===== src/rtl/baud_pkg.sv =====
// Shared constants and helpers for the fractional baud-rate generator.
package baud_pkg;

    localparam int unsigned DIV_W_DEF  = 16;
    localparam int unsigned FRAC_W_DEF = 8;

    // Shortest usable os period in clock cycles; smaller divisors are clamped to it.
    localparam int unsigned MIN_DIV = 2;

    typedef enum logic [1:0] {
        CfgIdle,
        CfgPend,
        CfgDone
    } cfg_state_e;

    // Integer part of clock_freq / (baud_rate * oversample), rounded down.
    function automatic longint unsigned d0_int(input longint unsigned clock_freq,
                                               input longint unsigned baud_rate,
                                               input longint unsigned oversample);
        return clock_freq / (baud_rate * oversample);
    endfunction

    // Fractional part of the same ratio in units of 2^-frac_w, rounded down.
    function automatic longint unsigned d0_frac(input longint unsigned clock_freq,
                                                input longint unsigned baud_rate,
                                                input longint unsigned oversample,
                                                input int unsigned     frac_w);
        longint unsigned den;
        longint unsigned rem;
        den = baud_rate * oversample;
        rem = clock_freq % den;
        return (rem << frac_w) / den;
    endfunction

endpackage


===== src/rtl/baud_frac_div.sv =====
// Fractional clock divider: counts clk cycles per oversample period and flags the
// last cycle of each period. Period length is div_int (clamped to MIN_DIV) plus the
// carry out of a phase accumulator fed with div_frac.
// Build option: BAUD_GEN_FRAC_EN enables the accumulator; without it the period is
// always div_int and div_frac is ignored.
module baud_frac_div
    import baud_pkg::*;
#(
    parameter int unsigned DIV_W  = DIV_W_DEF,
    parameter int unsigned FRAC_W = FRAC_W_DEF
) (
    input  logic              clk,
    input  logic              rst,
    input  logic              enable,
    input  logic              clear,
    input  logic              acc_clear,
    input  logic [DIV_W-1:0]  div_int,
    input  logic [FRAC_W-1:0] div_frac,
    output logic              period_end
);

    localparam logic [DIV_W-1:0] MIN_INT = DIV_W'(MIN_DIV);
    localparam logic [DIV_W:0]   ONE_EXT = (DIV_W + 1)'(1);

    logic [DIV_W-1:0] cnt_q;
    logic [DIV_W-1:0] int_eff;
    logic [DIV_W:0]   period;
    logic             carry;

`ifdef BAUD_GEN_FRAC_EN
    logic [FRAC_W-1:0] acc_q;
    logic [FRAC_W:0]   acc_sum;

    assign acc_sum = {1'b0, acc_q} + {1'b0, div_frac};
    assign carry   = acc_sum[FRAC_W];

    // Accumulator advances once per completed period; cleared on resync or divisor load.
    always_ff @(posedge clk) begin
        if (!rst) begin
            acc_q <= '0;
        end else if (clear || acc_clear) begin
            acc_q <= '0;
        end else if (period_end) begin
            acc_q <= acc_sum[FRAC_W-1:0];
        end
    end
`else
    logic unused_frac_path;
    assign unused_frac_path = ^{div_frac, acc_clear};
    assign carry            = 1'b0;
`endif

    assign int_eff = (div_int < MIN_INT) ? MIN_INT : div_int;
    assign period  = {1'b0, int_eff} + {{DIV_W{1'b0}}, carry};

    // >= rather than == so a divisor shrunk mid-period cannot overrun the counter.
    assign period_end = enable && !clear && ({1'b0, cnt_q} >= (period - ONE_EXT));

    // Cycle counter within the current oversample period; holds while disabled.
    always_ff @(posedge clk) begin
        if (!rst) begin
            cnt_q <= '0;
        end else if (clear) begin
            cnt_q <= '0;
        end else if (enable) begin
            cnt_q <= period_end ? '0 : cnt_q + DIV_W'(1);
        end
    end

endmodule


===== src/rtl/baud_gen_frac.sv =====
// Fractional baud-rate generator: oversample tick, per-bit tick and a square-wave
// baud clock. Divisor is reloadable through a valid/ready slot and takes effect on
// the next bit boundary; resync restarts the phase at mid-bit.
// Build option: BAUD_GEN_FRAC_EN enables the fractional accumulator.
module baud_gen_frac
    import baud_pkg::*;
#(
    parameter int unsigned CLOCK_FREQ = 12000000,
    parameter int unsigned BAUD_RATE  = 19200,
    parameter int unsigned OVERSAMPLE = 16,
    parameter int unsigned DIV_W      = DIV_W_DEF,
    parameter int unsigned FRAC_W     = FRAC_W_DEF
) (
    input  logic              clk,
    input  logic              rst,
    input  logic              enable,
    input  logic              resync,
    input  logic              cfg_valid,
    output logic              cfg_ready,
    input  logic [DIV_W-1:0]  cfg_div_int,
    input  logic [FRAC_W-1:0] cfg_div_frac,
    output logic              os_tick,
    output logic              bit_tick,
    output logic              baud_clock
);

    localparam logic [DIV_W-1:0] D0_INT =
        DIV_W'(d0_int(64'(CLOCK_FREQ), 64'(BAUD_RATE), 64'(OVERSAMPLE)));
`ifdef BAUD_GEN_FRAC_EN
    localparam logic [FRAC_W-1:0] D0_FRAC =
        FRAC_W'(d0_frac(64'(CLOCK_FREQ), 64'(BAUD_RATE), 64'(OVERSAMPLE), FRAC_W));
`else
    localparam logic [FRAC_W-1:0] D0_FRAC = '0;
`endif

    localparam int unsigned      OS_W    = $clog2(OVERSAMPLE);
    localparam logic [OS_W-1:0] OS_LAST = OS_W'(OVERSAMPLE - 1);
    localparam logic [OS_W-1:0] OS_HALF = OS_W'(OVERSAMPLE / 2);

    cfg_state_e        cfg_st_q;
    logic              cfg_ready_q;
    logic [DIV_W-1:0]  act_int_q;
    logic [FRAC_W-1:0] act_frac_q;
    logic [DIV_W-1:0]  pend_int_q;
    logic [FRAC_W-1:0] pend_frac_q;

    logic [OS_W-1:0]   os_cnt_q;
    logic [OS_W-1:0]   os_cnt_d;
    logic              os_tick_q;
    logic              bit_tick_q;
    logic              baud_q;

    logic              resync_eff;
    logic              period_end;
    logic              bit_end;
    logic              baud_edge;
    logic              apply_now;

    assign resync_eff = enable && resync;
    assign bit_end    = period_end && (os_cnt_q == OS_LAST);
    // Pending divisor goes live on a bit boundary, on resync, or at once while frozen.
    assign apply_now  = (cfg_st_q == CfgPend) && (bit_end || !enable || resync_eff);

    baud_frac_div #(
        .DIV_W  (DIV_W),
        .FRAC_W (FRAC_W)
    ) u_div (
        .clk        (clk),
        .rst        (rst),
        .enable     (enable),
        .clear      (resync_eff),
        .acc_clear  (apply_now),
        .div_int    (act_int_q),
        .div_frac   (act_frac_q),
        .period_end (period_end)
    );

    // Next oversample index and whether the baud clock flips on this tick.
    always_comb begin
        os_cnt_d  = (os_cnt_q == OS_LAST) ? '0 : os_cnt_q + OS_W'(1);
        baud_edge = (os_cnt_d == '0) || (os_cnt_d == OS_HALF);
    end

    // Config slot FSM: accept, hold pending until applied, then reopen one cycle later.
    always_ff @(posedge clk) begin
        if (!rst) begin
            cfg_st_q    <= CfgIdle;
            cfg_ready_q <= 1'b1;
            act_int_q   <= D0_INT;
            act_frac_q  <= D0_FRAC;
            pend_int_q  <= '0;
            pend_frac_q <= '0;
        end else begin
            unique case (cfg_st_q)
                CfgIdle: begin
                    if (cfg_valid && cfg_ready_q) begin
                        pend_int_q  <= cfg_div_int;
                        pend_frac_q <= cfg_div_frac;
                        cfg_ready_q <= 1'b0;
                        cfg_st_q    <= CfgPend;
                    end
                end
                CfgPend: begin
                    if (apply_now) begin
                        act_int_q  <= pend_int_q;
                        act_frac_q <= pend_frac_q;
                        cfg_st_q   <= CfgDone;
                    end
                end
                CfgDone: begin
                    cfg_ready_q <= 1'b1;
                    cfg_st_q    <= CfgIdle;
                end
                default: begin
                    cfg_ready_q <= 1'b1;
                    cfg_st_q    <= CfgIdle;
                end
            endcase
        end
    end

    // Oversample counter, registered ticks and baud clock; resync overrides a tick.
    always_ff @(posedge clk) begin
        if (!rst) begin
            os_cnt_q   <= '0;
            os_tick_q  <= 1'b0;
            bit_tick_q <= 1'b0;
            baud_q     <= 1'b0;
        end else begin
            os_tick_q  <= period_end;
            bit_tick_q <= bit_end;
            if (resync_eff) begin
                os_cnt_q <= OS_HALF;
                baud_q   <= 1'b1;
            end else if (period_end) begin
                os_cnt_q <= os_cnt_d;
                if (baud_edge) begin
                    baud_q <= ~baud_q;
                end
            end
        end
    end

    assign cfg_ready  = cfg_ready_q;
    assign os_tick    = os_tick_q;
    assign bit_tick   = bit_tick_q;
    assign baud_clock = baud_q;

endmodule


===== config.mk =====
export PLATFORM = sky130hd
export DESIGN_NAME = baud_gen_frac
export DESIGN_NICKNAME = d
export VERILOG_FILES = /design/src/rtl/baud_pkg.sv /design/src/rtl/baud_frac_div.sv /design/src/rtl/baud_gen_frac.sv
export SDC_FILE = /design/constraint.sdc
export NUM_CORES = 1
export LEC_CHECK = 0
export BUFFER_PORTS_ARGS = -buffer_cell sky130_fd_sc_hd__clkbuf_2
export CAP_MARGIN = 15
export CORE_MARGIN = 2
export CORE_UTILIZATION = 30
export DETAILED_ROUTE_END_ITERATION = 16
export GPL_TIMING_DRIVEN = 0
export PLACE_DENSITY_LB_ADDON = 0.25
export SETUP_SLACK_MARGIN = 0.15
export SYNTH_ARGS = -nofsm -noshare
export SYNTH_HDL_FRONTEND = slang
export SYNTH_HIERARCHICAL = 1
export SYNTH_SLANG_ARGS = --single-unit

===== constraint.sdc =====
create_clock -name clk -period 4.6 [get_ports clk]
set_input_delay 0.23 -clock clk [delete_from_list [all_inputs] [get_ports clk]]
set_output_delay 0.23 -clock clk [all_outputs]
set_load 0.01 [all_outputs]

==> summary.txt, run 1 <==
Status - complete, no violations
Initial antenna violation count - 0
CP required - 4810 ps
Syn_area_per_cell - 8.62 µm²
Crit-path max cell delay - 400 ps
IO Port Bufs - 24
Cell row count - 38
CTS Buffer Depth - 2
Gr ovfl total - 0
Clk slew on worst S/H paths - 70 ps
Final-report setup violation count - 0
Fin cells - 565
DR DRC count - 0
Logic pwr share - 10.9%
R2r startpoint - act_int_q[9]$_SDFFE_PN0P_
Sw frac - 25.4%
Mapped Nets - 430
DIE AREA - 11800 µm²
Crit. Startpoint - act_int_q[9]$_SDFFE_PN0P_
DR vias/cell - 4.87
Routed wl met3 - 263 µm
CTS tree - yes
Crit path time final - 4210 ps
Finished Core Util - 36.6%
Inserted Clock Buffers - 9
Vias in the first global route - 2707
CTS HTree Levels - 3
CP most frequent cell - buf_6
Hold Crit Class - in -> reg
Worst vdd ir - 134 µV
FMAX - 0.238 GHz
Drt wl/cell - 13.0 µm
Cells along the critical path - nor4_4 -> nand4b_4 -> and2b_2 -> inv_1 -> o21ai_4 -> ha_4 -> nand3_4 -> nor4_4 -> xnor2_1 -> ha_1 -> a211oi_1 -> o21ai_1 -> a211oi_2 -> o22ai_2 -> buf_6 -> and4_4 -> buf_6 -> buf_6 -> o2111ai_1 -> o211ai_1
Clock Tree Root - clkbuf_8
Internal cell power - 898 µW
RSZ-0062 raised after global routing - false
LEAKAGE - 0.00144 µW
Antenna cell count - 0
Total number of vias - 2749
First DRT Iteration DRCs - 55
Yosys Warn Count - 6
Largest net degree at the start of global routing - 11
CTS Hold Bufs - 0
Total Routed Length - 7.37 mm
Fin crit share - 91.5%
DP HPWL - 5.54 mm
Max_cap viols - 0
Power, Total - 1200 µW
Clock power frac - 44.1%
Slew Viols, Final - 0
Startpoint types - flop
Worst-Skew Late Latency - 340 ps
Normalized max-slew margin - 67.3%
Placed Cells - 546
Routed Antenna Nets - 0
CTS Sinks - 58
Ports - 33
Sequential share of power - 45.0%
Slowest-stage cell, CP - nor4_4
Placed instance area - 3590 µm²
Die Span X - 109 µm
Die height - 109 µm
Sw power - 306 µW
Worst Tran Pin Value - 486 ps
RD Place Congestion - 0.717
Pre-antenna DRT Iters - 4
Critical Path End Type - flop
Synthesized area - 3290 µm²
Post-Syn Instances - 382
Nets@finish - 468
Area grow syn2layout - 19.8%
Final instance area - 3950 µm²
DR WL met2 - 3.55 mm
DR top layer - met4
Clk_skew - 6.91 ps
Final hold violations - 0
CP max FO - 10
Kind of critical path - reg -> reg
Share of layout cells above drive strength 1 - 23.5%
Initial core utilization - 30.5%
Hold_sp - cfg_div_int[5]
Power density over the cells - 305 nW/µm²
Met1 Wirelength - 3.52 mm
Total GRT Usage - 13.7%
WP data arrival - 4420 ps
Core box area - 10800 µm²
Global-route wire length before repair - 12.7 mm
[layout make-up]
type                       count  area [µm²]
buffer                        35         204
clock buffer                  11         141
clock inverter                 5        77.6
fill                        1131        6850
inverter                       7        26.3
multi-input combinational    282        2020
sequential                    58        1160
tap                          140         175
timing repair buffer          27         143
[metal layers]
metal / up-vias / track usage (%)
met4: 0 / 3.85
met5: - / 0
met1: 1274 / 17.1
li1: 1431 / -
met2: 40 / 22.5
met3: 4 / 4.36
[per-stage QoR]
step	setup WS (ps)	setup TNS, ps	hold WS [ps]
2_1_floorplan	520	0	365
3_3_place_gp	-107	-1120	450
3_5_place_dp	-164	-2000	457
4_1_cts	156	0	86.4
5_1_grt	122	0	104
6_report	391	0	101
[state kept, by name, indices dropped and copies added, names as in the netlist]
| register | cells |
|---|---|
| cfg_ready | 1 |
| baud_clock | 1 |
| cfg_st_q | 2 |
| pend_int_q | 16 |
| os_tick | 1 |
| os_cnt_q | 4 |
| act_int_q | 16 |
| u_div/cnt_q | 16 |
| bit_tick | 1 |
[power by group through the flow]
stage / clock network, µW / logic (µW) / registers, µW
CTS: 544 / 128 / 540
global route: 563 / 149 / 545
floorplan: 0 / 90.7 / 547
detailed placement: 0 / 125 / 551
global placement: 0 / 122 / 550
finish: 531 / 131 / 542
[what timing repair did]
item | in CTS | in global routing
resized for setup | 6 | 15
setup buffers | 1 | 2
endpoints found under the setup margin | 19 | 19
pin swaps | 2 | 6
[worst paths after layout]
path | end | slack [ps] | cells past startpoint
max | act_int_q[12]$_SDFFE_PN0P_ | 390 | 20
min reg2reg | pend_int_q[15]$_SDFFE_PN0P_ | 460 | 2
min | pend_int_q[5]$_SDFFE_PN0P_ | 100 | 3
max reg2reg | act_int_q[12]$_SDFFE_PN0P_ | 390 | 20
[critical path: cells and delay by family, from the launching register on]
family / cells / cell delay (ps)
AOI/OAI and AO/OA: 7 / 1240
buffers and inverters: 4 / 490
DFF: 1 / 380
adders and majority gates: 2 / 450
xor gates and xnor gates: 1 / 150
and+or+nand+nor: 6 / 1360
[cell usage in the layout (no fill, tap or decap), types with 7 or more instances in the layout]
master and instances:
a21boi_0 15, buf_2 12, buf_4 8, clkbuf_1 12, clkbuf_2 25, clkbuf_8 10
dfxtp_1 57, ha_1 18, inv_1 7, nand2_1 47, nand3_1 37, nor2_1 21
nor2_2 9, o2111ai_1 7, o211ai_1 20, xnor2_1 12, xor2_1 16
No activity file was read; power rests on OpenSTA's default activity.
==> inputs of run 2 (changes only) <==
--- a/config.mk
+++ b/config.mk
@@ -5,10 +5,12 @@
 export SDC_FILE = /design/constraint.sdc
 export NUM_CORES = 1
 export LEC_CHECK = 0
+export ABC_AREA = 1
 export BUFFER_PORTS_ARGS = -buffer_cell sky130_fd_sc_hd__clkbuf_2
 export CAP_MARGIN = 15
 export CORE_MARGIN = 2
 export CORE_UTILIZATION = 30
+export CTS_CLUSTER_SIZE = 25
 export DETAILED_ROUTE_END_ITERATION = 16
 export GPL_TIMING_DRIVEN = 0
 export PLACE_DENSITY_LB_ADDON = 0.25
==> run 2 against run 1 <==
First-iteration DRC count increased by 80%; count of clock-buffer cells in the layout increased by 1; cell area decreased by 4.6%; non-clock buffer count decreased by 18; via count decreased by 1.4%; routed wire length decreased by 9.4%; core utilization decreased by 0.43 points; final cell count increased by 8.0%; synthesized area decreased by 1.5%; highest routed layer unchanged; worst setup slack improved by 320 ps; worst hold slack improved by 54 ps; critical path type unchanged.
==> summary.txt, run 2 <==
Worst Tran Pin Value - 516 ps
Critical Path End Type - flop
Clk_skew - 9.64 ps
Final hold violations - 0
Total Routed Length - 6.68 mm
Commonest non-fill, non-tap cells in the layout - nand2_1 (70), dfxtp_1 (58), nor2_1 (50), inv_1 (47), a21oi_1 (40)
Share of layout cells above drive strength 1 - 16.9%
Initial antenna violation count - 0
Layout fillers - 1127
WP data arrival - 4090 ps
CTS tree - yes
Status - complete, no violations
First DRT Iteration DRCs - 99
Kind of critical path - reg -> reg
FMAX - 0.257 GHz
Worst-Skew Late Latency - 340 ps
Worst slack, placed - 397 ps
DR vias/cell - 4.44
DR DRC count - 0
CP most frequent cell - nand2_1
Total number of vias - 2711
Area grow syn2layout - 16.0%
Slew Viols, Final - 0
DP HPWL - 5.22 mm
Pre-antenna DRT Iters - 4
Finished Core Util - 36.1%
Power density over the cells - 338 nW/µm²
Gr ovfl total - 0
Cell row count - 37
Final WS setup - 708 ps
Max_cap viols - 0
Fin crit share - 84.6%
Crit path time final - 3890 ps
Global-route wire length before repair - 11.6 mm
Drt wl/cell - 10.9 µm
DIE AREA - 11700 µm²
Total GRT Usage - 12.7%
RD Place Congestion - 0.767
Startpoint types - flop
CTS Buffer Depth - 2
Inserted Clock Buffers - 9
CP max FO - 7
IO Port Bufs - 24
CP required - 4800 ps
CTS Sinks - 58
Routed Antenna Nets - 0
Syn_area_per_cell - 7.48 µm²
Cells along the critical path - nor2_1 -> nand2_1 -> nor3_1 -> nand2_1 -> nand2_1 -> ha_1 -> nand2_2 -> nor2_4 -> nand3_1 -> xor2_1 -> ha_1 -> nand2_1 -> nor2_1 -> nand4_1 -> nor2_1 -> nor2_1 -> nand3_1 -> nand2_2 -> clkinvlp_4 -> nand2_2 -> o21ai_4 -> nand2_1 -> nand2_1 -> nand3_1
Sum Neg Setup Slack - 0 ps
Worst vdd ir - 173 µV
LEAKAGE - 0.00157 µW
Mapped Nets - 482
Core box area - 10400 µm²
Antenna cell count - 0
Vias in the first global route - 2511
CTS Hold Bufs - 0
Synthesized area - 3240 µm²
Largest net degree at the start of global routing - 11
Die height - 108 µm
Initial core utilization - 31.1%
Slowest-stage cell, CP - dfxtp_1
Clock Tree Root - clkbuf_8
Placed Cells - 594
Nets@finish - 517
Top Registers - act_int_q (16), pend_int_q (16), u_div/cnt_q (16)
Post-Syn Instances - 434
Final-report setup violation count - 0
Yosys Warn Count - 6
CTS HTree Levels - 3
Fin cells - 610
Minimum hold slack - 155 ps
Multi-input gate area - 1760 µm²
Normalized max-slew margin - 65.6%
Hold Crit Class - in -> reg
Register Area - 1160 µm²
RSZ-0062 raised after global routing - false
Commonest non-fill, non-tap cell in the layout - nand2_1
Ports - 33
Crit-path max cell delay - 350 ps
Die Span X - 108 µm
Clk slew on worst S/H paths - 70 ps
[run 2: per-layer routing]
metal | vias up | global-route usage [%] | share of wire [%]
met5 | - | 0 | 0
met4 | 0 | 5.86 | 2.4
met3 | 12 | 3.25 | 4.1
met2 | 54 | 19.5 | 44
met1 | 1165 | 16.7 | 50
li1 | 1480 | - | -
[run 2: final timing paths]
kind	cells past startpoint	slack [ps]	startpoint	endpoint
worst min-delay path	3	150	cfg_div_int[0]	pend_int_q[0]$_SDFFE_PN0P_
worst max register to register	24	710	act_int_q[6]$_SDFFE_PN0P_	act_int_q[5]$_SDFFE_PN1P_
worst max-delay path	24	710	act_int_q[6]$_SDFFE_PN0P_	act_int_q[5]$_SDFFE_PN1P_
worst min register to register	2	460	pend_int_q[11]$_SDFFE_PN0P_	pend_int_q[11]$_SDFFE_PN0P_
[run 2: critical path, delay by kind of cell, from the launching register on]
| family | cells | cell delay [ps] |
|---|---|---|
| simple gates | 19 | 2290 |
| fa+ha+maj | 2 | 520 |
| flops | 1 | 350 |
| compound gates | 1 | 260 |
| xor+xnor | 1 | 170 |
| buf+inv | 1 | 160 |
[run 2: power by group]
part | internal [µW] | leakage, µW | switching [µW]
Clock | 320 | 0.000103 | 218
Sequential | 533 | 0.000474 | 23.7
Combinational | 73.2 | 0.000990 | 106
Total | 926 | 0.00157 | 347
[run 2: final cells by class]
type / instances / area share, %
clock inverter: 4 / 1.99
inverter: 48 / 4.89
timing repair buffer: 24 / 3.19
sequential: 58 / 30.9
tap: 136 / 4.52
clock buffer: 12 / 3.86
buffer: 20 / 3.99
multi-input combinational: 308 / 46.7
[run 2: repair_timing]
action                     CTS  global route
setup endpoints to repair    0            17
resized for setup            0             2
buffers inserted             0             0
[run 2: metrics by stage]
stage | power [µW] | area, µm²
3_5_place_dp | 748 | 3530
4_1_cts | 1280 | 3750
5_1_grt | 1340 | 3760
2_1_floorplan | 700 | 3240
6_report | 1270 | 3760
3_3_place_gp | 744 | 3530
==> inputs of run 3 (changes only) <==
==> constraint.sdc (replaced) <==
create_clock -name clk -period 4.04 [get_ports clk]
set_input_delay 0.202 -clock clk [delete_from_list [all_inputs] [get_ports clk]]
set_output_delay 0.202 -clock clk [all_outputs]
set_load 0.01 [all_outputs]
==> run 3 against run 2 <==
Sequential power is 15% higher; via count rose by 2.1%; global-route usage grew 0.051 points; power is 15% higher; register-to-register slack worse by 300 ps; clock power increased by 13%; critical path type unchanged; highest routed layer unchanged.
==> summary.txt, run 3 (synthesized netlist as in run 2, its figures left out) <==
Status - complete, no violations
Startpoint types - flop
Clock Tree Root - clkbuf_8
Cell row count - 37
First DRT Iteration DRCs - 97
Die Span X - 108 µm
Critical Path End Type - flop
Sum Neg Setup Slack - 0 ps
Area grow syn2layout - 20.2%
CTS Buffer Depth - 2
Share of layout cells above drive strength 1 - 21.6%
Initial antenna violation count - 0
Worst Setup EP - act_int_q[5]$_SDFFE_PN1P_
DIE AREA - 11700 µm²
Commonest non-fill, non-tap cells in the layout - nand2_1 (67), dfxtp_1 (54), inv_1 (47), nor2_1 (45), a21oi_1 (39)
Worst-case reg-to-reg path depth - 27
CP required - 4230 ps
Sequential share of power - 43.4%
Antenna cell count - 0
Power density over the cells - 376 nW/µm²
Pre-antenna DRT Iters - 4
Commonest non-fill, non-tap cell in the layout - nand2_1
Clock power frac - 41.5%
RD Place Congestion - 0.767
Nets@finish - 524
Worst vdd ir - 202 µV
Slowest-stage cell, CP - dfxtp_1
Inserted Clock Buffers - 9
DR DRC count - 0
Clk slew on worst S/H paths - 60 ps
Max_cap viols - 0
Kind of critical path - reg -> reg
Ports - 33
Die height - 108 µm
Total number of vias - 2767
Initial core utilization - 31.1%
Largest net degree at the start of global routing - 11
Worst Tran Pin Value - 501 ps
Worst R2R End - act_int_q[5]$_SDFFE_PN1P_
Slew Viols, Final - 0
Met1 usage - 16.7%
Sw power - 400 µW
CP max FO - 10
DP HPWL - 5.22 mm
Crit-path max cell delay - 380 ps
Worst-Skew Late Latency - 340 ps
Normalized max-slew margin - 66.6%
Sw frac - 27.3%
RSZ-0062 raised after global routing - false
Total Routed Length - 6.81 mm
M2 GR Usage - 19.7%
CTS HTree Levels - 3
Drt wl/cell - 11.0 µm
Fin crit share - 89.9%
Routed Antenna Nets - 0
Gr ovfl total - 0
Layout fillers - 1106
Logic pwr share - 15.1%
LEAKAGE - 0.00163 µW
Total GRT Usage - 12.8%
Gr busiest metal - met2
Met3 GRT Util - 3.25%
Crit. Startpoint - act_int_q[6]$_SDFFE_PN0P_
Clk_skew - 9.44 ps
CTS Sinks - 58
Reg2reg setup slack - 410 ps
Final instance area - 3900 µm²
Global-route wire length before repair - 11.7 mm
Final-report setup violation count - 0
Finished Core Util - 37.4%
CTS Hold Bufs - 0
Internal cell power - 1070 µW
R2r startpoint - act_int_q[6]$_SDFFE_PN0P_
WP data arrival - 3820 ps
Placed instance area - 3530 µm²
Crit path time final - 3630 ps
IO Port Bufs - 24
Hold Crit Class - in -> reg
CTS tree - yes
Final hold violations - 0
Top Registers - act_int_q (16), pend_int_q (16), u_div/cnt_q (16)
FMAX - 0.275 GHz
Vias in the first global route - 2529
DR vias/cell - 4.48
CP most frequent cell - nand2_2
Core box area - 10400 µm²
-- run 3: cell type report --
class                           instances  area [µm²]  area share (%)
Sequential cell                        58        1170            30.0
Clock inverter                          4        75.1            1.93
Multi-Input combinational cell        308        1820            46.7
Tap cell                              136         170            4.36
Buffer                                 20         150            3.85
Timing Repair Buffer                   31         185            4.75
Inverter                               48         183            4.69
Clock buffer                           12         145            3.72
-- run 3: timing repair --
action | 4_1_cts | 5_1_grt
setup buffers | 1 | 6
endpoints found under the setup margin | 20 | 22
gates resized for setup | 3 | 22
pin swaps | 1 | 14
cloned | 0 | 0
-- run 3: worst min path at each step --
| stage | startpoint | endpoint | cells after the start |
|---|---|---|---|
| 3_3_place_gp | pend_int_q[6]$_SDFFE_PN0P_ | pend_int_q[6]$_SDFFE_PN0P_ | 2 |
| 3_5_place_dp | pend_int_q[11]$_SDFFE_PN0P_ | pend_int_q[11]$_SDFFE_PN0P_ | 2 |
| 2_1_floorplan | enable | u_div/cnt_q[0]$_SDFFE_PP0P_ | 2 |
| 4_1_cts | cfg_div_int[0] | pend_int_q[0]$_SDFFE_PN0P_ | 3 |
| 6_report | cfg_div_int[0] | pend_int_q[0]$_SDFFE_PN0P_ | 3 |
| 5_1_grt | cfg_div_int[0] | pend_int_q[0]$_SDFFE_PN0P_ | 3 |
-- run 3: critical path: cells and delay by family (launching register included) --
family,cells,cell delay [ps]
XOR/XNOR,1,160
adder cells (fa/ha/maj),2,540
AO/OA/AOI/OAI,1,70
AND/OR/NAND/NOR,19,1920
buffers and inverters,4,380
flip-flops,1,380
-- run 3: metal layers --
metal / vias to the layer above / wire length, µm
met1: 1226 / 3380
met3: 9 / 217
li1: 1492 / -
met2: 40 / 3100
met4: 0 / 112
met5: - / 0
-- run 3: power by group through the flow --
stage / logic (µW) / registers [µW] / clock network [µW]
after detailed placement: 205 / 647 / 0
final: 221 / 637 / 609
after global placement: 202 / 645 / 0
after floorplan: 157 / 640 / 0
after global routing: 255 / 641 / 647
after CTS: 208 / 634 / 623
-- run 3: through the flow --
stage / hold WS [ps] / setup WS (ps) / power (µW) / cells
floorplan: 342 / 637 / 797 / 434
global placement: 447 / -55.3 / 847 / 594
detailed placement: 450 / -163 / 851 / 594
CTS: 115 / 166 / 1470 / 611
global route: 121 / 120 / 1540 / 617
finish: 131 / 409 / 1470 / 617
